**src/rtl/mc_pkg.sv**
```systemverilog
// Shared multicycle-core definitions: next-PC select encodings, instruction
// field positions, datapath width and the jump-target helper.
package mc_pkg;

  localparam int unsigned WORD_W    = 32;
  localparam int unsigned OP_MSB    = 31;
  localparam int unsigned OP_LSB    = 26;
  localparam int unsigned FUNCT_MSB = 5;
  localparam int unsigned FUNCT_LSB = 0;
  localparam int unsigned JADDR_MSB = 25;

  // Next-PC source select driven by the main decoder
  typedef enum logic [1:0] {
    PCSRC_ALU    = 2'b00,
    PCSRC_ALUOUT = 2'b01,
    PCSRC_JUMP   = 2'b10,
    PCSRC_RSVD   = 2'b11
  } pcsrc_e;

  // Pseudo-direct jump target: upper PC nibble, 26-bit word index, byte offset 0
  function automatic logic [WORD_W-1:0] jump_target(input logic [WORD_W-1:0] pc,
                                                    input logic [WORD_W-1:0] instr);
    return {pc[WORD_W-1:WORD_W-4], instr[JADDR_MSB:0], 2'b00};
  endfunction

endpackage : mc_pkg

```
**src/rtl/pc_ir_unit_flopenr.sv**
```systemverilog
// flopenr: enabled register with asynchronous active-low clear to RESET_VAL.
// Ports:
//   clk    - clock
//   rst_n  - asynchronous active-low clear
//   en_i   - load enable
//   d_i    - next value
//   q_o    - registered value
module flopenr #(
  parameter int unsigned     WIDTH     = 32,
  parameter logic [WIDTH-1:0] RESET_VAL = '0
) (
  input  logic             clk,
  input  logic             rst_n,
  input  logic             en_i,
  input  logic [WIDTH-1:0] d_i,
  output logic [WIDTH-1:0] q_o
);

  always_ff @(posedge clk or negedge rst_n) begin
    if (!rst_n) begin
      q_o <= RESET_VAL;
    end else if (en_i) begin
      q_o <= d_i;
    end
  end

endmodule : flopenr

```
**src/rtl/pc_ir_unit.sv**
```systemverilog
// pc_ir_unit: multicycle PC / instruction-register stage. Holds PC, IR, the
// memory data register, ALUOut and a fetched-instruction counter, and muxes
// the memory address between PC and ALUOut.
// Optional feature: define PCIR_MISALIGN_TRAP_EN to block misaligned PC
// writes and expose the sticky MisAlign flag.
// Ports:
//   CLK, RESET          - clock, asynchronous active-low reset
//   PCWr, Brnch, Zero   - PC write strobes (PCEn = PCWr | Brnch & Zero)
//   PCSr                - next-PC select (ALUResult / ALUOut / jump / reserved)
//   IRWr                - instruction register load
//   IrD                 - memory address select (0 = PC, 1 = ALUOut)
//   ALUResult, MemRdData- datapath inputs
//   PC, Instr, Data, ALUOut, InstrCount - registered state
//   op, funct, MemAdr   - combinational views of the state
//   MisAlign            - sticky misaligned-PC flag (trap build only)
module pc_ir_unit
  import mc_pkg::*;
#(
  parameter int unsigned      WIDTH    = 32,
  parameter logic [WIDTH-1:0] RESET_PC = 32'h0000_0000
) (
  input  logic             CLK,
  input  logic             RESET,
  input  logic             PCWr,
  input  logic             Brnch,
  input  logic             Zero,
  input  logic [1:0]       PCSr,
  input  logic             IRWr,
  input  logic             IrD,
  input  logic [WIDTH-1:0] ALUResult,
  input  logic [WIDTH-1:0] MemRdData,
  output logic [WIDTH-1:0] PC,
  output logic [WIDTH-1:0] Instr,
  output logic [5:0]       op,
  output logic [5:0]       funct,
  output logic [WIDTH-1:0] Data,
  output logic [WIDTH-1:0] ALUOut,
  output logic [WIDTH-1:0] MemAdr,
  output logic [31:0]      InstrCount
`ifdef PCIR_MISALIGN_TRAP_EN
  ,
  output logic             MisAlign
`endif
);

  logic             pc_en_c;
  logic             pc_sel_ok_c;
  logic             pc_load_c;
  logic [WIDTH-1:0] pc_d;
  logic [31:0]      cnt_d;
  pcsrc_e           pcsrc_c;

  assign pcsrc_c = pcsrc_e'(PCSr);
  assign pc_en_c = PCWr | (Brnch & Zero);

  // Next-PC mux; the reserved select leaves the PC untouched
  always_comb begin
    pc_d        = PC;
    pc_sel_ok_c = 1'b1;
    case (pcsrc_c)
      PCSRC_ALU:    pc_d = ALUResult;
      PCSRC_ALUOUT: pc_d = ALUOut;
      PCSRC_JUMP:   pc_d = WIDTH'(jump_target(WORD_W'(PC), WORD_W'(Instr)));
      default:      pc_sel_ok_c = 1'b0;
    endcase
  end

`ifdef PCIR_MISALIGN_TRAP_EN
  logic misalign_q;
  logic misalign_d;
  logic pc_misal_c;

  // A misaligned target suppresses the write and freezes the PC until reset
  assign pc_misal_c = |pc_d[1:0];
  assign pc_load_c  = pc_en_c & pc_sel_ok_c & ~pc_misal_c & ~misalign_q;
  assign misalign_d = misalign_q | (pc_en_c & pc_sel_ok_c & pc_misal_c);

  flopenr #(.WIDTH(1), .RESET_VAL(1'b0)) u_misalign (
    .clk   (CLK),
    .rst_n (RESET),
    .en_i  (1'b1),
    .d_i   (misalign_d),
    .q_o   (misalign_q)
  );

  assign MisAlign = misalign_q;
`else
  assign pc_load_c = pc_en_c & pc_sel_ok_c;
`endif

  flopenr #(.WIDTH(WIDTH), .RESET_VAL(RESET_PC)) u_pc (
    .clk   (CLK),
    .rst_n (RESET),
    .en_i  (pc_load_c),
    .d_i   (pc_d),
    .q_o   (PC)
  );

  flopenr #(.WIDTH(WIDTH), .RESET_VAL('0)) u_ir (
    .clk   (CLK),
    .rst_n (RESET),
    .en_i  (IRWr),
    .d_i   (MemRdData),
    .q_o   (Instr)
  );

  flopenr #(.WIDTH(WIDTH), .RESET_VAL('0)) u_data (
    .clk   (CLK),
    .rst_n (RESET),
    .en_i  (1'b1),
    .d_i   (MemRdData),
    .q_o   (Data)
  );

  flopenr #(.WIDTH(WIDTH), .RESET_VAL('0)) u_aluout (
    .clk   (CLK),
    .rst_n (RESET),
    .en_i  (1'b1),
    .d_i   (ALUResult),
    .q_o   (ALUOut)
  );

  // Fetch counter wraps naturally at 2^32
  assign cnt_d = InstrCount + 32'd1;

  flopenr #(.WIDTH(32), .RESET_VAL(32'd0)) u_cnt (
    .clk   (CLK),
    .rst_n (RESET),
    .en_i  (IRWr),
    .d_i   (cnt_d),
    .q_o   (InstrCount)
  );

  assign op     = Instr[OP_MSB:OP_LSB];
  assign funct  = Instr[FUNCT_MSB:FUNCT_LSB];
  assign MemAdr = IrD ? ALUOut : PC;

endmodule : pc_ir_unit

```
**config.mk**
```make
export PLATFORM = sky130hd
export DESIGN_NAME = pc_ir_unit
export DESIGN_NICKNAME = d
export VERILOG_FILES = /design/src/rtl/mc_pkg.sv /design/src/rtl/pc_ir_unit_flopenr.sv /design/src/rtl/pc_ir_unit.sv
export SDC_FILE = /design/constraint.sdc
export NUM_CORES = 1
export LEC_CHECK = 0
export CAP_MARGIN = 30
export CORE_MARGIN = 2
export CORE_UTILIZATION = 45
export DETAILED_ROUTE_END_ITERATION = 12
export PLACE_DENSITY = 0.75
export SETUP_SLACK_MARGIN = 0.2
export SYNTH_ARGS = -nofsm -noshare
export SYNTH_HDL_FRONTEND = slang
export SYNTH_HIERARCHICAL = 1
export SYNTH_SLANG_ARGS = --single-unit
```
**constraint.sdc**
```tcl
create_clock -name CLK -period 3.4 [get_ports CLK]
set_input_delay 0.68 -clock CLK [delete_from_list [all_inputs] [get_ports CLK]]
set_output_delay 0.68 -clock CLK [all_outputs]
set_load 0.005 [all_outputs]
```
[Word level (Yosys, flattened, before mapping)]
Index checks and enable logic that the tools add are counted.
Operators by class
  $add $sub $neg: 1
  multiply operators: 0
  div/mod/pow operators: 0
  $lt $le $gt $ge: 0
  equal/unequal tests: 2
  shift-type cells: 0
  multiplexer cells: 3
  bitwise logic cells: 4
  reduce and logical (&&, ||, !) cells: 6
Operators by type and width (count)
  32-bit case mux with 3 select lines: 1
  32-bit by 1-bit adder with 32-bit output, second input constant: 1
  32-bit two-way mux: 1
  3-bit AND reduction: 1
  3-bit nonzero test: 1
  3-bit OR reduction: 1
  1-bit bitwise AND: 2
  2-bit by 1-bit == test with 1-bit output, second input constant: 1
  2-bit == test, second input constant: 1
  2-bit logical NOT: 1
  2-bit AND reduction: 1
  2-bit nonzero test: 1
  1-bit two-way mux: 1
  1-bit inverter: 1
  1-bit OR: 1
Storage, ports and cells
  flip-flop bits (word level): 160
  latch bits: 0
  bits in writable memories: 0
  bits in read-only memories: 0
  input port bits: 73
  output and inout bits: 204
  word-level logic and storage cells: 22
  memories: 0

[Logic depth before layout (Yosys ltp)]
  word-level depth: 5
  gate-level depth with buffers: 6
  mapped depth without buffers: 6

[Hierarchy]
Netlist, hierarchy kept.
Modules (own cells, without submodules)
  flopenr: times used 5, cells an instance 68, area an instance 1345.0 sq um, sequential area each 800.8 sq um
  pc_ir_unit: times used 1, cells an instance 198, area an instance 1880.6 sq um, sequential area each 0.0 sq um

[Worst setup path after synthesis]
No wires, ideal clock.
  path kind: input -> output
  from: input port IrD
  to: output port MemAdr[10]
  arrival: 1.573 ns
  required time: 2.720 ns
  path slack: 1.147 ns
  stages: 3
  buffers on the path: 2
  cells stage by stage: clkbuf_1 buf_1 mux2_2
Between the ends
  longest elaborated chain between the ends: 1
Ends and longest elaborated chain
  start, declared: RTL line pc_ir_unit.sv:29  | input logic IrD,
  32-bit two-way mux: RTL line pc_ir_unit.sv:136  | assign MemAdr = IrD ? ALUOut : PC;
  end, declared: RTL line pc_ir_unit.sv:38  | output logic [WIDTH-1:0] MemAdr,
Every way passes these cells.

[Worst setup path after layout]
  from: input port IrD
  to: output port MemAdr[24]
Same word-level chain as after synthesis.

==> flow_metrics.env <==
export IMPL_async_flop_share=1.00
export IMPL_r2r_setup_slack_ns=1.37
export IMPL_r2r_start="u_cnt/q_o[0]$_DFFE_PN0P_"
export IMPL_drt_pre_antenna_iters=4
export IMPL_synth_top_family_by_area="multiplexers"
export IMPL_grt_util_all_layers=0.223
export IMPL_die_w_um=142
export IMPL_p_seq_frac=0.410
export IMPL_layout_min_cycle_time_ns=2.93
export IMPL_ios=277
export IMPL_final_cells=1044
export IMPL_cts_setup_buffers=0
export IMPL_synth_ff_type="dfrtp_1"
export IMPL_multi_input_area_um2=4100
export IMPL_synth_compound_area_share=0.00552
export IMPL_drc_errors=0
export IMPL_yosys_top_cells_area="dfrtp_1 (47%), mux2_4 (26%), mux4_2 (6.8%)"
export IMPL_syn_mean_instance_area_um2=16.0
export IMPL_fin_area_um2=11900
export IMPL_fin_crit_sh=0.863
export IMPL_ir_drop_uv=361
export IMPL_grt_setup_unrepaired="no"
export IMPL_clk_pin_slew_worst_paths_ns=0.06
export IMPL_clockPowerShare=0.310
export IMPL_required_ns=2.72
export IMPL_routed_via_density=5.38
export IMPL_p_comb_frac=0.280
export IMPL_cts_sinks=160
export IMPL_fp_coreArea_um2=18700
export IMPL_crit_path_max_fanout=32
export IMPL_cts_root_buf="clkbuf_16"
export IMPL_fill_cells=1378
export IMPL_ant_nets=0
export IMPL_netSwitchingFraction=0.259
export IMPL_vias=5616
export IMPL_hold_class="in -> async"
export IMPL_placementRows=50
export IMPL_die_h_um=142
export IMPL_dr_first_iter_drc_count=237
export IMPL_grt_pass1_wl_um=34700
export IMPL_cts_hold_buf=0
export IMPL_powerDensity_nw_per_um2=503
export IMPL_place_inst=1012
export IMPL_ys_warn_count=6
export IMPL_synth_seq_cells=160
export IMPL_grt_max_degree=59
export IMPL_max_cap_viol_count=0
export IMPL_criticalPathCategory="in -> out"
export IMPL_antenna_found_initial=0
export IMPL_wirelength_um=22300
export IMPL_nNetsFinal=871
export IMPL_ff2ff_path_depth=6
export IMPL_synthDistinctLibCells=35
export IMPL_cts_resized_gates=0
export IMPL_hold_violations=0
export IMPL_synth_edf_count=0
export IMPL_grt_overflow_total=0
export IMPL_drive_gt1_frac=0.336
export IMPL_synthMuxAreaShare=0.392
export IMPL_skew_ns=0.0156
export IMPL_setup_violations=0
export IMPL_cts_buffers=17
export IMPL_cp_end_kind="output pin"
export IMPL_n_antenna_cell=0
export IMPL_cts_buffer_depth=2
export IMPL_synthesis_area_um2=8610
export IMPL_cts_tree="yes"
export IMPL_synth_xor_area_frac=0.0305
export IMPL_seq_area_um2=4000
export IMPL_worstMarginPinSlew_ns=0.672
export IMPL_status="finished, final reports clean"
export IMPL_synth_adder_area_share=0.00145
export IMPL_netSwitchingPower_uw=1550
export IMPL_yosys_area_top_type_share=0.465
export IMPL_leakage_uw=0.00526
export IMPL_start_kind="input port"
export IMPL_die_area_um2=20200
export IMPL_syn_inst=538
export IMPL_htree_levels=4
export IMPL_internal_power_uw=4430
export IMPL_area_growth_pct=38.0
export IMPL_clk_insertion_delay_late_ns=0.42
export IMPL_hpwlAfterDp_um=15800
export IMPL_seq_area_frac_synth=0.465
export IMPL_yosysTopAreaCell="dfrtp_1"
export IMPL_worstReg2RegEnd="u_cnt/q_o[28]$_DFFE_PN0P_"
export IMPL_placedInstanceArea_um2=11300
export IMPL_final_max_slew_viol_count=0
export IMPL_max_clock_freq_ghz=0.341
export IMPL_gp_congestion=0.815
export IMPL_fin_setup_tns_ns=0
export IMPL_p_total_uw=5980
export IMPL_wl_per_cell_um=21.4
export IMPL_grt_pass1_vias=5947
export IMPL_synth_simple_area_share=0.0448
export IMPL_arrival_ns=2.25
export IMPL_portBuffers=276
export IMPL_start_util=0.460
export IMPL_final_cell_mix="clkdlybuf4s50_1 (272), dfrtp_1 (160), mux2_4 (150)"
export IMPL_relSlewSlack=0.552
export IMPL_layout_commonest_cell="clkdlybuf4s50_1"
==> critical path: stages <==
cell and delay [ns]:
clkdlybuf4s50_1 0.50, buf_12 0.22, mux2_2 0.37, clkdlybuf4s50_1 0.47
==> Yosys cell counts, types with 7 or more instances <==
library cell / n
dfrtp_1: 160
nand2_1: 16
nand4_1: 7
xor2_1: 20
buf_4: 13
mux2_4: 150
buf_12: 15
nor2_1: 7
xnor2_1: 10
mux2_2: 44
nand3_1: 9
mux4_2: 26
==> power by group through the flow <==
stage	logic, uW	registers [uW]	clock network [uW]
after detailed placement	1670	2480	0
after floorplan	802	2420	0
after global routing	1780	2490	1990
after CTS	1680	2450	1900
after global placement	1640	2460	0
final	1680	2450	1850
==> metal layers <==
layer / wire length, um / GRT usage / vias up
met1: 9530 / 0.292 / 2880
met3: 1220 / 0.0454 / 29
met4: 439 / 0.0803 / 0
met5: 0 / 0 / -
li1: - / - / 2488
met2: 11100 / 0.370 / 219
==> cells by family after synthesis <==
family | Yosys count
AO/OA/AOI/OAI | 8
XOR/XNOR | 30
adder cells (fa/ha/maj) | 1
buffers and inverters | 48
flip-flops | 160
multiplexers | 224
other | 1
AND/OR/NAND/NOR | 66
==> through the flow <==
stage | worst slack, ns | hold WS (ns) | util
global placement | 0.509 | 0.516 | 0.603
detailed placement | 0.455 | 0.520 | 0.603
floorplan | 1.15 | 0.384 | -
CTS | 0.459 | 0.239 | 0.635
global route | 0.420 | 0.251 | 0.635
finish | 0.467 | 0.226 | 0.635
==> how the worst max path moves through the flow <==
stage	cells past startpoint	to	slack, ns	start
after floorplan	3	MemAdr[10]	1.15	IrD
after global placement	4	MemAdr[14]	0.51	IrD
after detailed placement	4	MemAdr[24]	0.45	IrD
after CTS	4	MemAdr[24]	0.46	IrD
after global routing	4	MemAdr[24]	0.42	IrD
final	4	MemAdr[24]	0.47	IrD
==> sequential cells by signal, summed over array words and instances, names as in the netlist <==
name          flops
u_aluout/q_o     32
u_cnt/q_o        32
u_data/q_o       32
u_ir/q_o         32
u_pc/q_o         32
==> layout make-up <==
type / instances / share of cell area
clock buffers: 21 / 0.0405
multi-input cells: 331 / 0.345
well taps: 234 / 0.0247
repair buffers: 285 / 0.243
flip-flops and latches: 160 / 0.337
clock inverters: 11 / 0.00896
inverters: 2 / 0.000632
(Power assumes the default switching activity.)
